==> config.mk <==
export PLATFORM = sky130hd
export DESIGN_NAME = pmem_line_arbiter_flat
export DESIGN_NICKNAME = d
export VERILOG_FILES = /design/src/rtl/pmem_line_arbiter_pkg.sv /design/src/rtl/pmem_line_arbiter_if.sv /design/src/rtl/pmem_line_arbiter.sv /design/src/flat_wrapper.sv
export SDC_FILE = /design/constraint.sdc
export NUM_CORES = 1
export LEC_CHECK = 0
export CORE_AREA = 2 2 547 549
export DETAILED_ROUTE_END_ITERATION = 10
export DIE_AREA = 0 0 549 551
export PLACE_DENSITY_LB_ADDON = 0.12
export SLEW_MARGIN = 20
export SYNTH_ARGS = -nofsm -noshare
export SYNTH_HDL_FRONTEND = slang
export SYNTH_SLANG_ARGS = --single-unit
==> constraint.sdc <==
create_clock -name clk -period 1.58 [get_ports clk]
set_clock_uncertainty 0.1 [all_clocks]
set_input_delay 0.316 -clock clk [delete_from_list [all_inputs] [get_ports clk]]
set_output_delay 0.316 -clock clk [all_outputs]
set_load 0.05 [all_outputs]
==> src/rtl/pmem_line_arbiter_pkg.sv <==
// Shared types for the pmem line arbiter: grant owner and arbiter FSM state.
package pmem_line_arbiter_pkg;

  typedef enum logic {
    GRANT_I = 1'b0,
    GRANT_D = 1'b1
  } pmem_grant_t;

  typedef enum logic [1:0] {
    ST_IDLE    = 2'd0,
    ST_SERVE_I = 2'd1,
    ST_SERVE_D = 2'd2,
    ST_RELEASE = 2'd3
  } pmem_arb_state_t;

  // Tie-break: hand the port to whichever side did not win last time.
  function automatic pmem_grant_t other_grant(input pmem_grant_t g);
    return (g == GRANT_I) ? GRANT_D : GRANT_I;
  endfunction

endpackage

==> src/rtl/pmem_line_arbiter_if.sv <==
// Cacheline-wide memory port bundle; master issues requests, slave answers them.
interface pmem_line_arbiter_if #(
  parameter int unsigned ADDR_WIDTH = 32,
  parameter int unsigned LINE_WIDTH = 256
);
  logic                  read;
  logic                  write;
  logic [ADDR_WIDTH-1:0] address;
  logic [LINE_WIDTH-1:0] wdata;
  logic                  resp;
  logic [LINE_WIDTH-1:0] rdata;

  modport master (
    output read, write, address, wdata,
    input  resp, rdata
  );

  modport slave (
    input  read, write, address, wdata,
    output resp, rdata
  );

  // Read-only requester view (I-cache fill path).
  modport rd_slave (
    input  read, address,
    output resp, rdata
  );
endinterface

==> src/rtl/pmem_line_arbiter.sv <==
// Two-requester arbiter (I-cache fill, D-cache fill/writeback) in front of the
// single cacheline pmem port; the winner owns the port until its pmem_resp.
module pmem_line_arbiter
  import pmem_line_arbiter_pkg::*;
#(
  parameter int unsigned ADDR_WIDTH = 32,
  parameter int unsigned LINE_WIDTH = 256
) (
  input  logic                     clk,
  input  logic                     rst,
  pmem_line_arbiter_if.rd_slave    i_port,
  pmem_line_arbiter_if.slave       d_port,
  pmem_line_arbiter_if.master      mem_port
);

  pmem_arb_state_t state_q, state_d;
  pmem_grant_t     last_grant_q, last_grant_d;

  logic                  i_req, d_req;
  logic                  mem_read, mem_write;
  logic [ADDR_WIDTH-1:0] mem_addr;
  logic [LINE_WIDTH-1:0] mem_wdata;
  logic                  i_resp, d_resp;

  assign i_req = i_port.read;
  assign d_req = d_port.read | d_port.write;

  always_ff @(posedge clk or posedge rst) begin
    if (rst) begin
      state_q      <= ST_IDLE;
      last_grant_q <= GRANT_I;
    end else begin
      state_q      <= state_d;
      last_grant_q <= last_grant_d;
    end
  end

  always_comb begin
    state_d      = state_q;
    last_grant_d = last_grant_q;
    case (state_q)
      ST_IDLE: begin
        if (i_req && d_req) begin
          last_grant_d = other_grant(last_grant_q);
          state_d      = (last_grant_d == GRANT_D) ? ST_SERVE_D : ST_SERVE_I;
        end else if (d_req) begin
          last_grant_d = GRANT_D;
          state_d      = ST_SERVE_D;
        end else if (i_req) begin
          last_grant_d = GRANT_I;
          state_d      = ST_SERVE_I;
        end
      end
      // An owner dropping its request early abandons the transfer without a resp.
      ST_SERVE_I: begin
        if (!i_req)             state_d = ST_IDLE;
        else if (mem_port.resp) state_d = ST_RELEASE;
      end
      ST_SERVE_D: begin
        if (!d_req)             state_d = ST_IDLE;
        else if (mem_port.resp) state_d = ST_RELEASE;
      end
      ST_RELEASE: state_d = ST_IDLE;
      default:    state_d = ST_IDLE;
    endcase
  end

  always_comb begin
    mem_read  = 1'b0;
    mem_write = 1'b0;
    mem_addr  = '0;
    mem_wdata = '0;
    i_resp    = 1'b0;
    d_resp    = 1'b0;
    case (state_q)
      ST_SERVE_I: begin
        mem_read = 1'b1;
        mem_addr = i_port.address;
        i_resp   = mem_port.resp;
      end
      ST_SERVE_D: begin
        // Simultaneous read+write from D is resolved as a write.
        mem_read  = d_port.read & ~d_port.write;
        mem_write = d_port.write;
        mem_addr  = d_port.address;
        mem_wdata = d_port.wdata;
        d_resp    = mem_port.resp;
      end
      default: ;
    endcase
  end

  assign mem_port.read    = mem_read;
  assign mem_port.write   = mem_write;
  assign mem_port.address = mem_addr;
  assign mem_port.wdata   = mem_wdata;
  assign i_port.resp      = i_resp;
  assign d_port.resp      = d_resp;
  assign i_port.rdata     = mem_port.rdata;
  assign d_port.rdata     = mem_port.rdata;

  always @(posedge clk) begin
    if (!rst) begin
      assert (!(d_port.read && d_port.write))
        else $warning("pmem_line_arbiter: d read and write both high, issued as write");
      if (state_q == ST_SERVE_I)
        assert (i_port.read)
          else $error("pmem_line_arbiter: I request dropped before resp");
      if (state_q == ST_SERVE_D)
        assert (d_port.read || d_port.write)
          else $error("pmem_line_arbiter: D request dropped before resp");
    end
  end

endmodule

==> src/flat_wrapper.sv <==
// flat-port wrapper written by rule: the top's interface ports become plain ports
module pmem_line_arbiter_flat import pmem_line_arbiter_pkg::*;
#(
  parameter int unsigned ADDR_WIDTH = 32,
  parameter int unsigned LINE_WIDTH = 256
)
  (clk, rst, i_port_read, i_port_address, i_port_resp, i_port_rdata, d_port_read, d_port_write, d_port_address, d_port_wdata, d_port_resp, d_port_rdata, mem_port_read, mem_port_write, mem_port_address, mem_port_wdata, mem_port_resp, mem_port_rdata);
  pmem_line_arbiter_if #(.ADDR_WIDTH(ADDR_WIDTH), .LINE_WIDTH(LINE_WIDTH)) i_port_i ();
  pmem_line_arbiter_if #(.ADDR_WIDTH(ADDR_WIDTH), .LINE_WIDTH(LINE_WIDTH)) d_port_i ();
  pmem_line_arbiter_if #(.ADDR_WIDTH(ADDR_WIDTH), .LINE_WIDTH(LINE_WIDTH)) mem_port_i ();
  input  logic clk;
  input  logic rst;
  input wire logic [$bits(i_port_i.read)-1:0] i_port_read;
  input wire logic [$bits(i_port_i.address)-1:0] i_port_address;
  output wire logic [$bits(i_port_i.resp)-1:0] i_port_resp;
  output wire logic [$bits(i_port_i.rdata)-1:0] i_port_rdata;
  input wire logic [$bits(d_port_i.read)-1:0] d_port_read;
  input wire logic [$bits(d_port_i.write)-1:0] d_port_write;
  input wire logic [$bits(d_port_i.address)-1:0] d_port_address;
  input wire logic [$bits(d_port_i.wdata)-1:0] d_port_wdata;
  output wire logic [$bits(d_port_i.resp)-1:0] d_port_resp;
  output wire logic [$bits(d_port_i.rdata)-1:0] d_port_rdata;
  output wire logic [$bits(mem_port_i.read)-1:0] mem_port_read;
  output wire logic [$bits(mem_port_i.write)-1:0] mem_port_write;
  output wire logic [$bits(mem_port_i.address)-1:0] mem_port_address;
  output wire logic [$bits(mem_port_i.wdata)-1:0] mem_port_wdata;
  input wire logic [$bits(mem_port_i.resp)-1:0] mem_port_resp;
  input wire logic [$bits(mem_port_i.rdata)-1:0] mem_port_rdata;
  assign i_port_i.read = i_port_read;
  assign i_port_i.address = i_port_address;
  assign i_port_resp = i_port_i.resp;
  assign i_port_rdata = i_port_i.rdata;
  assign d_port_i.read = d_port_read;
  assign d_port_i.write = d_port_write;
  assign d_port_i.address = d_port_address;
  assign d_port_i.wdata = d_port_wdata;
  assign d_port_resp = d_port_i.resp;
  assign d_port_rdata = d_port_i.rdata;
  assign mem_port_read = mem_port_i.read;
  assign mem_port_write = mem_port_i.write;
  assign mem_port_address = mem_port_i.address;
  assign mem_port_wdata = mem_port_i.wdata;
  assign mem_port_i.resp = mem_port_resp;
  assign mem_port_i.rdata = mem_port_rdata;
  pmem_line_arbiter #(.ADDR_WIDTH(ADDR_WIDTH), .LINE_WIDTH(LINE_WIDTH)) u_core (.clk(clk), .rst(rst), .i_port(i_port_i), .d_port(d_port_i), .mem_port(mem_port_i));
endmodule
==> results of run 1 <==
==> power by group <==
part	total (W)	internal, W	switching (W)
Sequential	0.000164	0.000116	0.0000481
Combinational	0.0312	0.0146	0.0165
Clock	0.000404	0.000333	0.0000709
==> final timing paths <==
check | slack, ns | endpoint
worst min register to register | 0.40 | u_core.last_grant_q
worst max-delay path | -0.66 | mem_port_address[4]
min in group clk | 0.40 | u_core.last_grant_q
worst min-delay path | 0.18 | u_core.last_grant_q
max in group asynchronous | 1.04 | u_core.state_q[1]
worst max register to register | -0.20 | u_core.state_q[1]
==> layer usage <==
| metal | GRT usage (%) | vias up | part of all wire, % |
|---|---|---|---|
| li1 | - | 2625 | - |
| met1 | 10.3 | 3026 | 33 |
| met2 | 14.6 | 1329 | 39 |
| met3 | 11.3 | 544 | 24 |
| met4 | 2.81 | 16 | 4.1 |
| met5 | 0.203 | - | 0.17 |
==> final cells by class <==
class,instances,area [um^2],area share [%]
well taps,3939,4930,25.6
clock buffers,4,78.8,0.409
diodes,16,40.0,0.208
flip-flops and latches,3,76.3,0.396
repair buffers,727,10800,56.3
inverters,3,18.8,0.0975
multi-input cells,345,3280,17.0
==> repair_timing <==
item | 4_1_cts | 5_1_grt
gates cloned | 8 | 20
pin swaps | 12 | 12
hold endpoints to repair | 0 | 0
gates resized for setup | 46 | 89
setup buffers | 14 | 9
setup endpoints to repair | 293 | 294
==> synth_stat cells, types with 2 or more instances <==
master / count
nor2b_1: 32
a22o_1: 3
a22oi_1: 32
and2_1: 258
clkbuf_1: 7
clkbuf_2: 21
nand2_1: 2
buf_4: 512
inv_1: 3
buf_2: 11
dfrtp_1: 3
ha_1: 5
nor2_1: 6
==> through the flow <==
step	std cells	setup TNS (ns)
finish	5037	-174.56
global route	5022	-201.64
CTS	4995	-192.28
detailed placement	4969	-126.72
global placement	4969	-136.41
floorplan	902	-32.48
==> cell usage in the layout (no fill, tap or decap), drive strengths merged <==
| cell type | n |
|---|---|
| nor2 | 6 |
| o2bb2ai | 1 |
| diode | 16 |
| dfrtp | 3 |
| nand2 | 2 |
| a22o | 3 |
| inv | 3 |
| clkdlybuf4s50 | 325 |
| buf | 387 |
| a22oi | 32 |
| or2 | 1 |
| a31oi | 1 |
| a21oi | 1 |
| ha | 5 |
| nor2b | 32 |
| o21ai | 1 |
| clkbuf | 19 |
| and2 | 259 |
| o21a | 1 |
==> state kept, by name (all words and copies together), names as in the netlist <==
name / count
u_core.last_grant_q: 1
u_core.state_q: 2
==> critical path: cells and delay by family, from the launching register on <==
family,cells,cell delay (ns)
adder cells (fa/ha/maj),1,0.21
AO/OA/AOI/OAI,1,0.23
buffers and inverters,5,0.67
AND/OR/NAND/NOR,1,0.07
flip-flops,1,0.40
==> cells by family (layout without fill, tap and decap cells) <==
kind of cell    Yosys count  count (layout)  synth area share, %
buf+inv                 554             734                 63.8
simple gates            300             300                 29.4
compound gates           40              40                 4.72
fa+ha+maj                 5               5                0.987
flops                     3               3                 1.18
other cells               0              16                    0
==> impl_metrics.csv, run 1 <==
group,metric,value,unit
sta,hold_viol_final,0,
setup_path,max_stage_delay,0.40,ns
routing,vias_per_cell,1.50,
synth,synth-edff-count,0,
setup_path,crit_chain,"inv_4 > buf_4 > ha_4 > buf_12 > buf_12 > a22oi_2 > nor2b_4 > buf_12",
sta,period_minus_slack,2.24,ns
setup_path,path_common_cell,"buf_12",
synth,yosys.area.top_type,"buf_4",
layout,syn_to_final_growth,204,%
clock_network,cts_buffer_depth,2,
floorplanning,start_util,2.14,%
layout,n_fill_cell,34724,
sta,slew_headroom,69.3,%
global_route,grt.total_usage,10.5,%
routing,num_vias,7540,
status,violations,"setup timing",
setup_path,path_class,"flip-flop to output port",
clock_network,cts_tree,"done",
clock_network,insertion_delay,0.22,ns
setup_path,r2r-start,"u_core.state_q[0]",
placed_design,dp_slack,-0.589,ns
setup_path,rr_worst_depth,7,
floorplanning,die_w,549,um
hold_path,min_path_type,"input port to asynchronous set/reset pin",
clock_network,clkSinkCount,3,
power_and_ir_drop,p_leak,6.12,nW
synth,synthArstFlopShare,100,%
routing,post_drt_wl_per_cell,33.6,um
clock_network,clk_pin_slew_worst_paths,0.03,ns
placed_design,placed_area,0.0179,mm^2
floorplanning,num_io_pins,1386,
power_and_ir_drop,vdd_drop_max,0.000830,V
clock_network,cts_htree_levels,1,
synth,yosysWarnings,0,
setup_path,required,1.16,ns
layout,drive_above_1_share,67.9,%
synth,netlist_top_cells_area,"buf_4, and2_1, a22oi_1, nor2b_1, clkbuf_2",
power_and_ir_drop,p_per_area,1650,mW/mm^2
layout,final_util,6.50,%
placed_design,post-dp-hpwl,158000,um
floorplanning,die_h,551,um
layout,final_nets,1670,
synth,synth_top_area_share,60.6,%
synth,ys_types,20,
global_route,grt_pass1_wl,184000,um
routing,drtPass1Iterations,4,
sta,tightest_slew,0.459,ns
sta,rsz0062_at_grt,"true",
global_route,grt_pass1_vias,7681,
routing,drc,0,
setup_path,cp-end-kind,"output port",
synth,avgSynthCellArea,7.03,um^2
sta,setup_viol,294,
sta,final.period_utilization,142,%
layout,fin_area,0.0193,mm^2
floorplanning,die_area,0.302,mm^2
routing,drt_iter0_markers,180,
synth,netlist_instances,902,
setup_path,cp_slowest_cell,"dfrtp_1",
synth,ys_ff_latch,3,
placed_design,port-buffer-count,617,
routing,drt-total-wl,169000,um
setup_path,worst_setup_path_start_kind,"flip-flop",
clock_network,root_buffer,"clkbuf_16",
setup_path,crit_start,"u_core.state_q[0]",
sta,timing.hold.ws,0.184,ns
routing,ant_nets,0,
sta,maxSlewViolCount,0,
power_and_ir_drop,power.total,0.0317,W
status,status,"complete, but fails checks",
global_route,grt-ovfl-total,0,
setup_path,path_max_fanout,6,
synth,yosysSeqAreaShare,1.18,%
clock_network,cts_buffers,3,
floorplanning,rows,200,
synth,syn-cell-area,0.00634,mm^2
synth,ys.flop_type,"dfrtp_1",
floorplanning,coreArea,0.296,mm^2
sta,layout_setup_ws,-0.659,ns
sta,fmax,0.447,GHz
placed_design,place_congestion,0.648,
global_route,antenna_found_initial,191,
clock_network,ctsHoldBuffers,0,
global_route,grt_max_degree,41,
run,maxCapViolations,0,
synth,syn-num-nets,1489,
setup_path,arrival,1.82,ns
(Power assumes the default switching activity.)
==> run 2: changes to the inputs <==
--- a/config.mk
+++ b/config.mk
@@ -5,9 +5,9 @@
 export SDC_FILE = /design/constraint.sdc
 export NUM_CORES = 1
 export LEC_CHECK = 0
-export CORE_AREA = 2 2 547 549
+export CORE_AREA = 2 2 535 537
 export DETAILED_ROUTE_END_ITERATION = 10
-export DIE_AREA = 0 0 549 551
+export DIE_AREA = 0 0 537 539
 export PLACE_DENSITY_LB_ADDON = 0.12
 export SLEW_MARGIN = 20
 export SYNTH_ARGS = -nofsm -noshare
==> constraint.sdc (replaced) <==
create_clock -name clk -period 2.9 [get_ports clk]
set_clock_uncertainty 0.1 [all_clocks]
set_input_delay 0.58 -clock clk [delete_from_list [all_inputs] [get_ports clk]]
set_output_delay 0.58 -clock clk [all_outputs]
set_load 0.05 [all_outputs]
==> run 2 against run 1 <==
  * Critical path type unchanged
  * Die area shrank 4.3%
  * Highest routed layer unchanged
  * Utilization shrank 0.70 points
  * Via count shrank 9.1%
  * The flow now finishes without violations
  * Critical endpoint is now mem_port_address[5]
  * First-iteration DRC count up 46%
  * Flip-flop and latch count did not move
  * Wire length down 4.0%
  * Clock-buffer cell count is the same
==> impl_metrics.csv, run 2 (synthesized netlist as in run 1, its figures left out) <==
group,metric,value,unit
status,status,"completed",
layout,final_common_cell,"clkdlybuf4s50_1",
routing,drt-total-wl,163000,um
clock_network,cts_buffers,3,
clock_network,insertion_delay,0.23,ns
setup_path,cp_slowest_cell,"dfrtp_1",
setup_path,cp-end-kind,"output port",
layout,largest_register,"u_core.state_q",
clock_network,root_buffer,"clkbuf_16",
sta,tightest_slew,0.516,ns
sta,timing.hold.ws,0.392,ns
floorplanning,start_util,2.23,%
sta,period_minus_slack,2.75,ns
power_and_ir_drop,p_comb_share,97.8,%
power_and_ir_drop,p_int,0.00565,W
global_route,antenna_found_initial,137,
layout,reg_top3,"u_core.state_q (2), u_core.last_grant_q (1)",
floorplanning,num_io_pins,1386,
routing,drc,0,
hold_path,min_path_type,"flip-flop to flip-flop",
routing,post_drt_wl_per_cell,34.1,um
layout,syn_to_final_growth,160,%
routing,num_vias,6852,
placed_design,port-buffer-count,617,
floorplanning,die_h,539,um
routing,vias_per_cell,1.44,
placed_design,placed_area,0.0164,mm^2
clock_network,cts_tree,"done",
setup_path,cp_top_family,"buffers and inverters",
setup_path,reg2reg_slack,1.26,ns
power_and_ir_drop,clockPowerShare,1.6,%
setup_path,required,2.22,ns
clock_network,cts_htree_levels,1,
sta,slew_headroom,65.5,%
setup_path,path_common_cell,"buf_12",
global_route,grt_max_degree,50,
setup_path,crit_chain,"inv_2 > ha_1 > buf_12 > a22oi_1 > buf_4 > nor2b_1 > buf_12",
global_route,grt-ovfl-total,0,
setup_path,path_max_fanout,31,
layout,final_util,5.80,%
sta,setup_viol,0,
setup_path,worst_setup_path_start_kind,"flip-flop",
sta,hold_viol_final,0,
run,maxCapViolations,0,
layout,fin_area,0.0165,mm^2
floorplanning,die_w,537,um
sta,fmax,0.364,GHz
sta,final.period_utilization,94.8,%
layout,largest_register_ffs,2,
placed_design,dp_slack,-0.0682,ns
routing,ant_nets,0,
clock_network,clk_pin_slew_worst_paths,0.03,ns
sta,rsz0062_at_grt,"false",
global_route,grt_pass1_vias,7136,
setup_path,arrival,2.07,ns
power_and_ir_drop,vdd_drop_max,0.000324,V
layout,final_nets,1578,
layout,n_fill_cell,33408,
setup_path,path_class,"flip-flop to output port",
sta,maxSlewViolCount,0,
power_and_ir_drop,p_per_area,835,mW/mm^2
floorplanning,die_area,0.289,mm^2
power_and_ir_drop,switching_power,0.00811,W
power_and_ir_drop,p_leak,4.86,nW
power_and_ir_drop,power_frac_seq,0.7,%
placed_design,post-dp-hpwl,157000,um
clock_network,cts_buffer_depth,2,
clock_network,clkSinkCount,3,
layout,drive_above_1_share,32.5,%
setup_path,max_stage_delay,0.44,ns
floorplanning,rows,196,
sta,layout_setup_ws,0.150,ns
routing,drtPass1Iterations,5,
power_and_ir_drop,switching_share,58.9,%
global_route,grt.total_usage,10.8,%
layout,layout_common_cells,"clkdlybuf4s50_1, buf_12, and2_1, a22oi_1, nor2b_1",
setup_path,cp_num_buf_inv,4,
placed_design,place_congestion,0.801,
global_route,grt_pass1_wl,181000,um
floorplanning,coreArea,0.284,mm^2
routing,drt_iter0_markers,262,
==> run 2: changes by cell type in the layout (fill, tap and decap cells not counted), moves of 18 or more <==
cell,previous run,this run
and2_1,0,254
and2_4,232,1
buf_4,41,10
nor2b_1,0,31
nor2b_4,32,1
a22oi_1,3,32
a22oi_2,29,0
and2_2,27,4
buf_12,318,300
==> run 2: area by class of cell <==
| class | count | area [um^2] | share of cell area [%] |
|---|---|---|---|
| multi-input combinational | 345 | 2250 | 13.6 |
| clock buffer | 4 | 78.8 | 0.478 |
| timing repair buffer | 635 | 9330 | 56.6 |
| antenna | 10 | 25.0 | 0.152 |
| tap | 3762 | 4710 | 28.6 |
| inverter | 3 | 11.3 | 0.0683 |
| sequential | 3 | 75.1 | 0.456 |
==> run 2: path summary, 6_finish.rpt <==
check / endpoint / startpoint / cells after the start
worst max register to register: u_core.state_q[0] / u_core.state_q[0] / 5
min in group asynchronous: u_core.last_grant_q / rst / 2
worst min register to register: u_core.last_grant_q / u_core.last_grant_q / 1
worst max-delay path: mem_port_address[5] / u_core.state_q[0] / 7
worst min-delay path: u_core.last_grant_q / u_core.last_grant_q / 1
max in group asynchronous: u_core.state_q[1] / rst / 2
==> run 2: worst reg2reg max path, stage by stage, from the launching register on <==
cell and delay [ns]:
dfrtp_1 0.45, inv_2 0.12, ha_1 0.25, buf_12 0.18, a22o_1 0.24, a22o_1 0.19
==> run 2: what timing repair did <==
| action | in CTS | in global routing |
|---|---|---|
| setup buffers | 0 | 0 |
| hold buffers | 0 | 0 |
| pin swaps | 0 | 0 |
| gates resized for setup | 7 | 1 |
| endpoints found under the setup margin | 8 | 1 |
==> run 2: per-stage QoR <==
step,std cells,TNS (ns),total power [W]
3_3_place_gp,4748,-0.138,0.0139
3_5_place_dp,4748,-0.0732,0.0139
2_1_floorplan,902,0,0.00745
6_report,4762,0,0.0138
5_1_grt,4753,0,0.0145
4_1_cts,4752,0,0.0141
==> run 2: power groups by stage <==
stage               logic, W  clock network (W)  registers [W]
detailed placement    0.0138                  0      0.0000918
global placement      0.0138                  0      0.0000931
CTS                   0.0138           0.000219      0.0000922
global route          0.0142           0.000226      0.0000951
floorplan            0.00737                  0      0.0000775
finish                0.0135           0.000216      0.0000915
==> run 2: routing by layer <==
| layer | up-vias | GRT usage, % | routed length (um) |
|---|---|---|---|
| met5 | - | 0.266 | 34 |
| li1 | 2427 | - | - |
| met1 | 2705 | 8.90 | 45600 |
| met2 | 1258 | 15.0 | 61800 |
| met3 | 456 | 14.6 | 48800 |
| met4 | 6 | 2.79 | 6380 |
